File: src/rtl/arbiter_grant_mux_pkg.sv
// Shared types and helpers for the arbiter grant mux: FSM states, beat layout, one-hot test.
package arbiter_grant_mux_pkg;

    localparam int unsigned GM_DATA_WIDTH   = 64;
    localparam int unsigned GM_SELECT_WIDTH = 2;

    typedef enum logic [1:0] {
        ARB,
        LOCK,
        GUARD
    } grant_mux_state_t;

    // Beat layout for the default configuration; the top rebuilds it from its own parameters.
    typedef struct packed {
        logic [GM_DATA_WIDTH-1:0]   data;
        logic                       last;
        logic [GM_SELECT_WIDTH-1:0] id;
    } grant_mux_beat_t;

    function automatic logic onehot_check(input logic [31:0] vec);
        return (vec != '0) && ((vec & (vec - 32'd1)) == '0);
    endfunction

endpackage

File: src/rtl/arbiter_grant_mux_skid_buffer.sv
// Two-entry skid buffer with registered head outputs and a registered not-full flag.
module grant_mux_skid_buffer #(
    parameter int unsigned WIDTH = 8
) (
    input  logic             clk,
    input  logic             rst_n,
    input  logic             push,
    input  logic [WIDTH-1:0] push_data,
    output logic             not_full,
    output logic             out_valid,
    output logic [WIDTH-1:0] out_data,
    input  logic             out_ready
);

    logic             head_valid, tail_valid;
    logic             head_valid_next, tail_valid_next;
    logic [WIDTH-1:0] head, tail, head_next, tail_next;
    logic             pop;

    assign pop       = head_valid & out_ready;
    assign out_valid = head_valid;
    assign out_data  = head;

    always_comb begin
        head_valid_next = head_valid;
        tail_valid_next = tail_valid;
        head_next       = head;
        tail_next       = tail;
        if (pop) begin
            if (tail_valid) begin
                head_next       = tail;
                tail_valid_next = 1'b0;
            end else begin
                head_valid_next = 1'b0;
            end
        end
        if (push) begin
            if (!head_valid_next) begin
                head_next       = push_data;
                head_valid_next = 1'b1;
            end else begin
                tail_next       = push_data;
                tail_valid_next = 1'b1;
            end
        end
    end

    // not_full looks at the post-update occupancy so the upstream ready never depends on out_ready.
    always_ff @(posedge clk or negedge rst_n) begin
        if (!rst_n) begin
            head_valid <= 1'b0;
            tail_valid <= 1'b0;
            head       <= '0;
            tail       <= '0;
            not_full   <= 1'b1;
        end else begin
            head_valid <= head_valid_next;
            tail_valid <= tail_valid_next;
            head       <= head_next;
            tail       <= tail_next;
            not_full   <= !tail_valid_next;
        end
    end

endmodule

File: src/rtl/arbiter_grant_mux.sv
// Locks onto the arbiter-granted port for one packet (or MAX_BEATS beats) and forwards it
// through a skid buffer to a shared output tagged with the source port id.
module arbiter_grant_mux
    import arbiter_grant_mux_pkg::*;
#(
    parameter int unsigned NUM_PORTS      = 4,
    parameter int unsigned SELECT_WIDTH   = 2,
    parameter int unsigned DATA_WIDTH     = 64,
    parameter int unsigned MAX_BEATS      = 16,
    parameter int unsigned BEAT_CNT_WIDTH = 5
) (
    input  logic                            ap_clk,
    input  logic                            areset_n,
    input  logic [NUM_PORTS-1:0]            in_valid,
    input  logic [NUM_PORTS*DATA_WIDTH-1:0] in_data,
    input  logic [NUM_PORTS-1:0]            in_last,
    output logic [NUM_PORTS-1:0]            in_ready,
    output logic [NUM_PORTS-1:0]            arb_req,
    output logic                            arb_enable,
    input  logic [NUM_PORTS-1:0]            arb_grant,
    input  logic [SELECT_WIDTH-1:0]         arb_select,
    input  logic                            arb_valid,
    output logic                            out_valid,
    output logic [DATA_WIDTH-1:0]           out_data,
    output logic                            out_last,
    output logic [SELECT_WIDTH-1:0]         out_id,
    input  logic                            out_ready,
    output logic                            lock_active
);

    typedef struct packed {
        logic [DATA_WIDTH-1:0]   data;
        logic                    last;
        logic [SELECT_WIDTH-1:0] id;
    } beat_t;

    localparam logic [BEAT_CNT_WIDTH-1:0] LAST_CNT = BEAT_CNT_WIDTH'(MAX_BEATS - 1);

    grant_mux_state_t          state, state_next;
    logic [SELECT_WIDTH-1:0]   lock_id, lock_id_next;
    logic [BEAT_CNT_WIDTH-1:0] beat_cnt, beat_cnt_next;
    logic                      skid_not_full;
    logic                      push;
    logic                      capture;
    beat_t                     push_beat, head_beat;

    assign capture = arb_valid && onehot_check(32'(arb_grant)) && ((arb_grant & in_valid) != '0);

    always_comb begin
        state_next     = state;
        lock_id_next   = lock_id;
        beat_cnt_next  = beat_cnt;
        arb_req        = '0;
        in_ready       = '0;
        push           = 1'b0;
        push_beat.data = in_data[lock_id*DATA_WIDTH +: DATA_WIDTH];
        push_beat.last = in_last[lock_id] | (beat_cnt == LAST_CNT);
        push_beat.id   = lock_id;
        unique case (state)
            ARB: begin
                arb_req = in_valid;
                if (capture) begin
                    lock_id_next  = arb_select;
                    beat_cnt_next = '0;
                    state_next    = LOCK;
                end
            end
            LOCK: begin
                in_ready[lock_id] = skid_not_full;
                if (in_valid[lock_id] && skid_not_full) begin
                    push          = 1'b1;
                    beat_cnt_next = beat_cnt + 1'b1;
                    if (push_beat.last) state_next = GUARD;
                end
            end
            GUARD: begin
                arb_req    = in_valid;
                state_next = ARB;
            end
            default: state_next = ARB;
        endcase
    end

    // arb_enable is registered from the next state: same cycle-by-cycle value as a decode of
    // state, but held low while reset is asserted.
    always_ff @(posedge ap_clk or negedge areset_n) begin
        if (!areset_n) begin
            state      <= ARB;
            lock_id    <= '0;
            beat_cnt   <= '0;
            arb_enable <= 1'b0;
        end else begin
            state      <= state_next;
            lock_id    <= lock_id_next;
            beat_cnt   <= beat_cnt_next;
            arb_enable <= (state_next != LOCK);
        end
    end

    assign lock_active = (state == LOCK);

    grant_mux_skid_buffer #(
        .WIDTH($bits(beat_t))
    ) u_skid (
        .clk      (ap_clk),
        .rst_n    (areset_n),
        .push     (push),
        .push_data(push_beat),
        .not_full (skid_not_full),
        .out_valid(out_valid),
        .out_data (head_beat),
        .out_ready(out_ready)
    );

    assign out_data = head_beat.data;
    assign out_last = head_beat.last;
    assign out_id   = head_beat.id;

endmodule

File: config.mk
export PLATFORM = sky130hd
export DESIGN_NAME = arbiter_grant_mux
export DESIGN_NICKNAME = d
export VERILOG_FILES = /design/src/rtl/arbiter_grant_mux_pkg.sv /design/src/rtl/arbiter_grant_mux_skid_buffer.sv /design/src/rtl/arbiter_grant_mux.sv
export SDC_FILE = /design/constraint.sdc
export NUM_CORES = 1
export LEC_CHECK = 0
export ABC_AREA = 1
export BUFFER_PORTS_ARGS = -buffer_cell sky130_fd_sc_hd__buf_2
export CORE_AREA = 2 2 143 145
export CTS_CLUSTER_DIAMETER = 50
export CTS_CLUSTER_SIZE = 24
export DETAILED_ROUTE_END_ITERATION = 12
export DIE_AREA = 0 0 145 147
export PLACE_DENSITY = 0.8
export SLEW_MARGIN = 25
export SYNTH_ARGS = -nofsm -noshare
export SYNTH_HDL_FRONTEND = slang
export SYNTH_SLANG_ARGS = --single-unit
File: constraint.sdc
create_clock -name ap_clk -period 1.6 [get_ports ap_clk]
set_input_delay 0.16 -clock ap_clk [delete_from_list [all_inputs] [get_ports ap_clk]]
set_output_delay 0.16 -clock ap_clk [all_outputs]
set_load 0.02 [all_outputs]
==> flow_metrics.tcl <==
set metrics [dict create \
    yosysTopAreaCellShare_pct 42.8 \
    areaGrowthSynthToFinish_pct 52.2 \
    core_mm2 0.0198 \
    yosysSeqAreaShare_pct 43.2 \
    clkPwrFrac_pct 29.7 \
    violations "setup timing" \
    syn_area_mm2 0.00853 \
    hold_path_end "u_skid.out_data[44]$_DFF_PN0_" \
    slowest_delay_ns 0.53 \
    drive_gt1_share_pct 36.2 \
    dieHeight_um 147 \
    yosys_most_used_dff "dfrtp_1" \
    synth-simple-area-share_pct 49.9 \
    syn_inst 1281 \
    path_buf_inv 3 \
    r2r-start "lock_id[0]$_DFFE_PN0P_" \
    async_flop_share_pct 100 \
    setup_ws_ns -0.169 \
    dieArea_mm2 0.0213 \
    synth_most_common_cell "nand2_1" \
    antenna_left 0 \
    synth_xor_area_share_pct 0.103 \
    crit_family "simple AND/OR/NAND/NOR gates" \
    avgSynthCellArea_um2 6.66 \
    finalMaxSlewViolations 0 \
    end_kind "flip-flop" \
    status "complete, but fails checks" \
    swShare_pct 37.8 \
    period_needed_ns 1.77 \
    portBuffers 351 \
    synth_nets 1557 \
    root_buffer "clkbuf_16" \
    firstDrtPassIters 5 \
    yosys-mux-area-fraction_pct 0 \
    clockBufferDepth 2 \
    peakVddDrop_uv 855 \
    routabilityCongestion 0.852 \
    floorplan.initialDensity_pct 43.0 \
    p_leak_nw 7.35 \
    grtUsageTotal_pct 32.2 \
    routed-via-count 10600 \
    synthTopCellsByArea "dfrtp_1 43%, nand2_1 31%, nand3_1 12%, nand4_1 4.7%, clkbuf_1 2.3%" \
    synth_fa_ha_area_share_pct 0.293 \
    place_hpwl_um 19700 \
    die_w_um 145 \
    p_comb_share_pct 41.1 \
    cts_tree "yes" \
    synth_compound_area_share_pct 0.514 \
    seq_power_share_pct 29.3 \
    grt_max_degree 68 \
    hp-class "in -> reg" \
    max_slew_margin_pct 67.0 \
    wire_per_inst_um 18.8 \
    hp-start "in_data[169]" \
    rsz0062_at_grt "yes" \
    power.switching_mw 4.93 \
    reg2reg_depth 11 \
    layout.nets 1943 \
    cts_sinks 147 \
    post-place-ws_ns -0.395 \
    worst_pin_slew_ns 0.494 \
    ys_ff_latch 147 \
    critPathKind "reg -> reg" \
    antenna_found_initial 1 \
    fmax_ghz 0.565 \
    setup_viol 146 \
    p_per_area_mw_per_mm2 1010 \
    hold_viol_final 0 \
    synthDistinctLibCells 27 \
    cp.required_ns 1.90 \
    drt_iter0_drc 758 \
    clk_latency_ns 0.42 \
    pin_count 352 \
    crit_slowest_cell "dfrtp_4" \
    hold-path-cell-count 5 \
    grt_pass1_wl_um 53500 \
    r2r_slack_ns -0.17 \
    wirelength_um 36600 \
    worst-endpoint-arrival_ns 2.07 \
    power_mw 13.0 \
    timing.critical_path.mode_cell "nor2_4" \
    antenna_cells 0 \
    clk_pin_slew_worst_paths_ns 0.06 \
    synth_warnings 0 \
    start_kind "flip-flop" \
    routed_via_density 5.41 \
    synth_top_area_cell "dfrtp_1" \
    maxCapViolCount 0 \
    rr_endpoint "u_skid.out_data[64]$_DFF_PN0_" \
    synth_common_cells "707 x nand2_1, 207 x nand3_1, 146 x dfrtp_1" \
    power.internal_mw 8.12 \
    period_share_pct 111 \
    worstPathMaxFanout 7 \
    cts_made_buffers 17 \
    grt_pass1_vias 9904 \
    htreeDepth 4 \
    synth-edff-count 0 \
    globalRoute.totalOverflow 0 \
    synth_top_family_by_area "simple AND/OR/NAND/NOR gates" \
    skew_ns 0.00713 \
    drcViolationCount 0 \
    fp-row-count 52 \
    cp_cell_sequence "nor2_4 -> nand2_1 -> nand2_2 -> buf_6 -> nor2_4 -> nor2_4 -> buf_6 -> nand2_8 -> clkbuf_16 -> nand2_2 -> nand2_1" \
]
[area by class of cell]
type | instances | area (µm²)
clock inverters | 8 | 77.6
flip-flops and latches | 147 | 3690
multi-input cells | 1022 | 4770
clock buffers | 23 | 488
repair buffers | 458 | 3540
inverters | 21 | 82.6
well taps | 270 | 338
fillers | 1674 | 6870
[state kept, by name (all words and copies together) (netlist names)]
signal	count
state	2
arb_enable	1
lock_id	2
beat_cnt	5
u_skid.tail_valid	1
u_skid.out_valid	1
u_skid.out_data	67
u_skid.tail	67
u_skid.not_full	1
[layout by cell type (no fill, tap or decap), types with 3 or more instances in the layout]
master and instances:
buf_2 346, clkbuf_16 24, nand2_2 78, buf_6 18, clkbuf_8 4, nand2_4 10
nand3_1 203, nand2_1 619, nor2_4 9, inv_1 16, buf_16 16, buf_4 36
dfrtp_1 143, clkinvlp_4 3, inv_2 4, nand4_1 64, nand3_2 4, dlygate4sd3_1 3
clkinv_2 3, nor2_1 14, bufbuf_16 4, buf_12 27
[per-stage QoR]
step / cells / hold slack, ns / TNS [ns] / util, % / area [µm²]
3_5_place_dp: 1847 / 0.141 / -36.71 / 53.9 / 10700
6_report: 1949 / 0.0634 / -17.86 / 65.4 / 13000
4_1_cts: 1932 / 0.0515 / -11.22 / 62.9 / 12500
5_1_grt: 1949 / 0.0854 / -27.23 / 65.4 / 13000
3_3_place_gp: 1847 / 0.134 / -28.68 / 53.9 / 10700
2_1_floorplan: 1281 / -0.136 / 0 / - / 8530
[timing repair]
item | CTS | global route
endpoints found under the setup margin | 143 | 150
endpoints found under the hold margin | 40 | 0
setup buffers | 33 | 7
pin swaps | 22 | 30
hold buffers | 3 | 0
resized for setup | 97 | 77
cloned | 19 | 10
[cell families (layout without fill, tap and decap cells)]
logic type | count (synthesis) | after routing
AOI/OAI and AO/OA | 6 | 6
xor gates and xnor gates | 1 | 1
adders and majority gates | 2 | 2
buffers and inverters | 116 | 510
DFF | 147 | 147
and+or+nand+nor | 1009 | 1013
[routing by layer]
| metal | GRT usage [%] | share of wire, % |
|---|---|---|
| met4 | 12.7 | 3.7 |
| met1 | 39.0 | 38 |
| met5 | 0 | 0.022 |
| met2 | 56.6 | 50 |
| met3 | 6.46 | 8.8 |
[how the worst max path moves through the flow]
stage	start	endpoint	slack [ns]	depth (start not counted)
after CTS	lock_id[0]$_DFFE_PN0P_	u_skid.tail[34]$_DFFE_PN0P_	-0.12	11
after floorplan	lock_id[0]$_DFFE_PN0P_	in_ready[0]	0.004	4
after global routing	lock_id[0]$_DFFE_PN0P_	u_skid.out_data[3]$_DFF_PN0_	-0.22	11
after detailed placement	lock_id[0]$_DFFE_PN0P_	u_skid.out_data[14]$_DFF_PN0_	-0.39	7
after global placement	lock_id[0]$_DFFE_PN0P_	u_skid.out_data[30]$_DFF_PN0_	-0.30	7
final	lock_id[0]$_DFFE_PN0P_	u_skid.out_data[64]$_DFF_PN0_	-0.17	11
[tightest hold or removal path, cell delays in order]
cell and delay [ns]:
buf_2 0.07, nand2_1 0.04, nand4_1 0.07, nand2_1 0.05
nand2_1 0.04
[power groups by stage]
| stage | Sequential [mW] | Clock (mW) | Combinational (mW) |
|---|---|---|---|
| final | 3.82 | 3.87 | 5.36 |
| after detailed placement | 3.88 | 0 | 3.67 |
| after CTS | 3.82 | 3.90 | 4.71 |
| after floorplan | 3.85 | 0 | 2.31 |
| after global routing | 3.82 | 4.10 | 5.66 |
| after global placement | 3.87 | 0 | 3.60 |
Note: power is estimated with default switching activity, not from simulation.
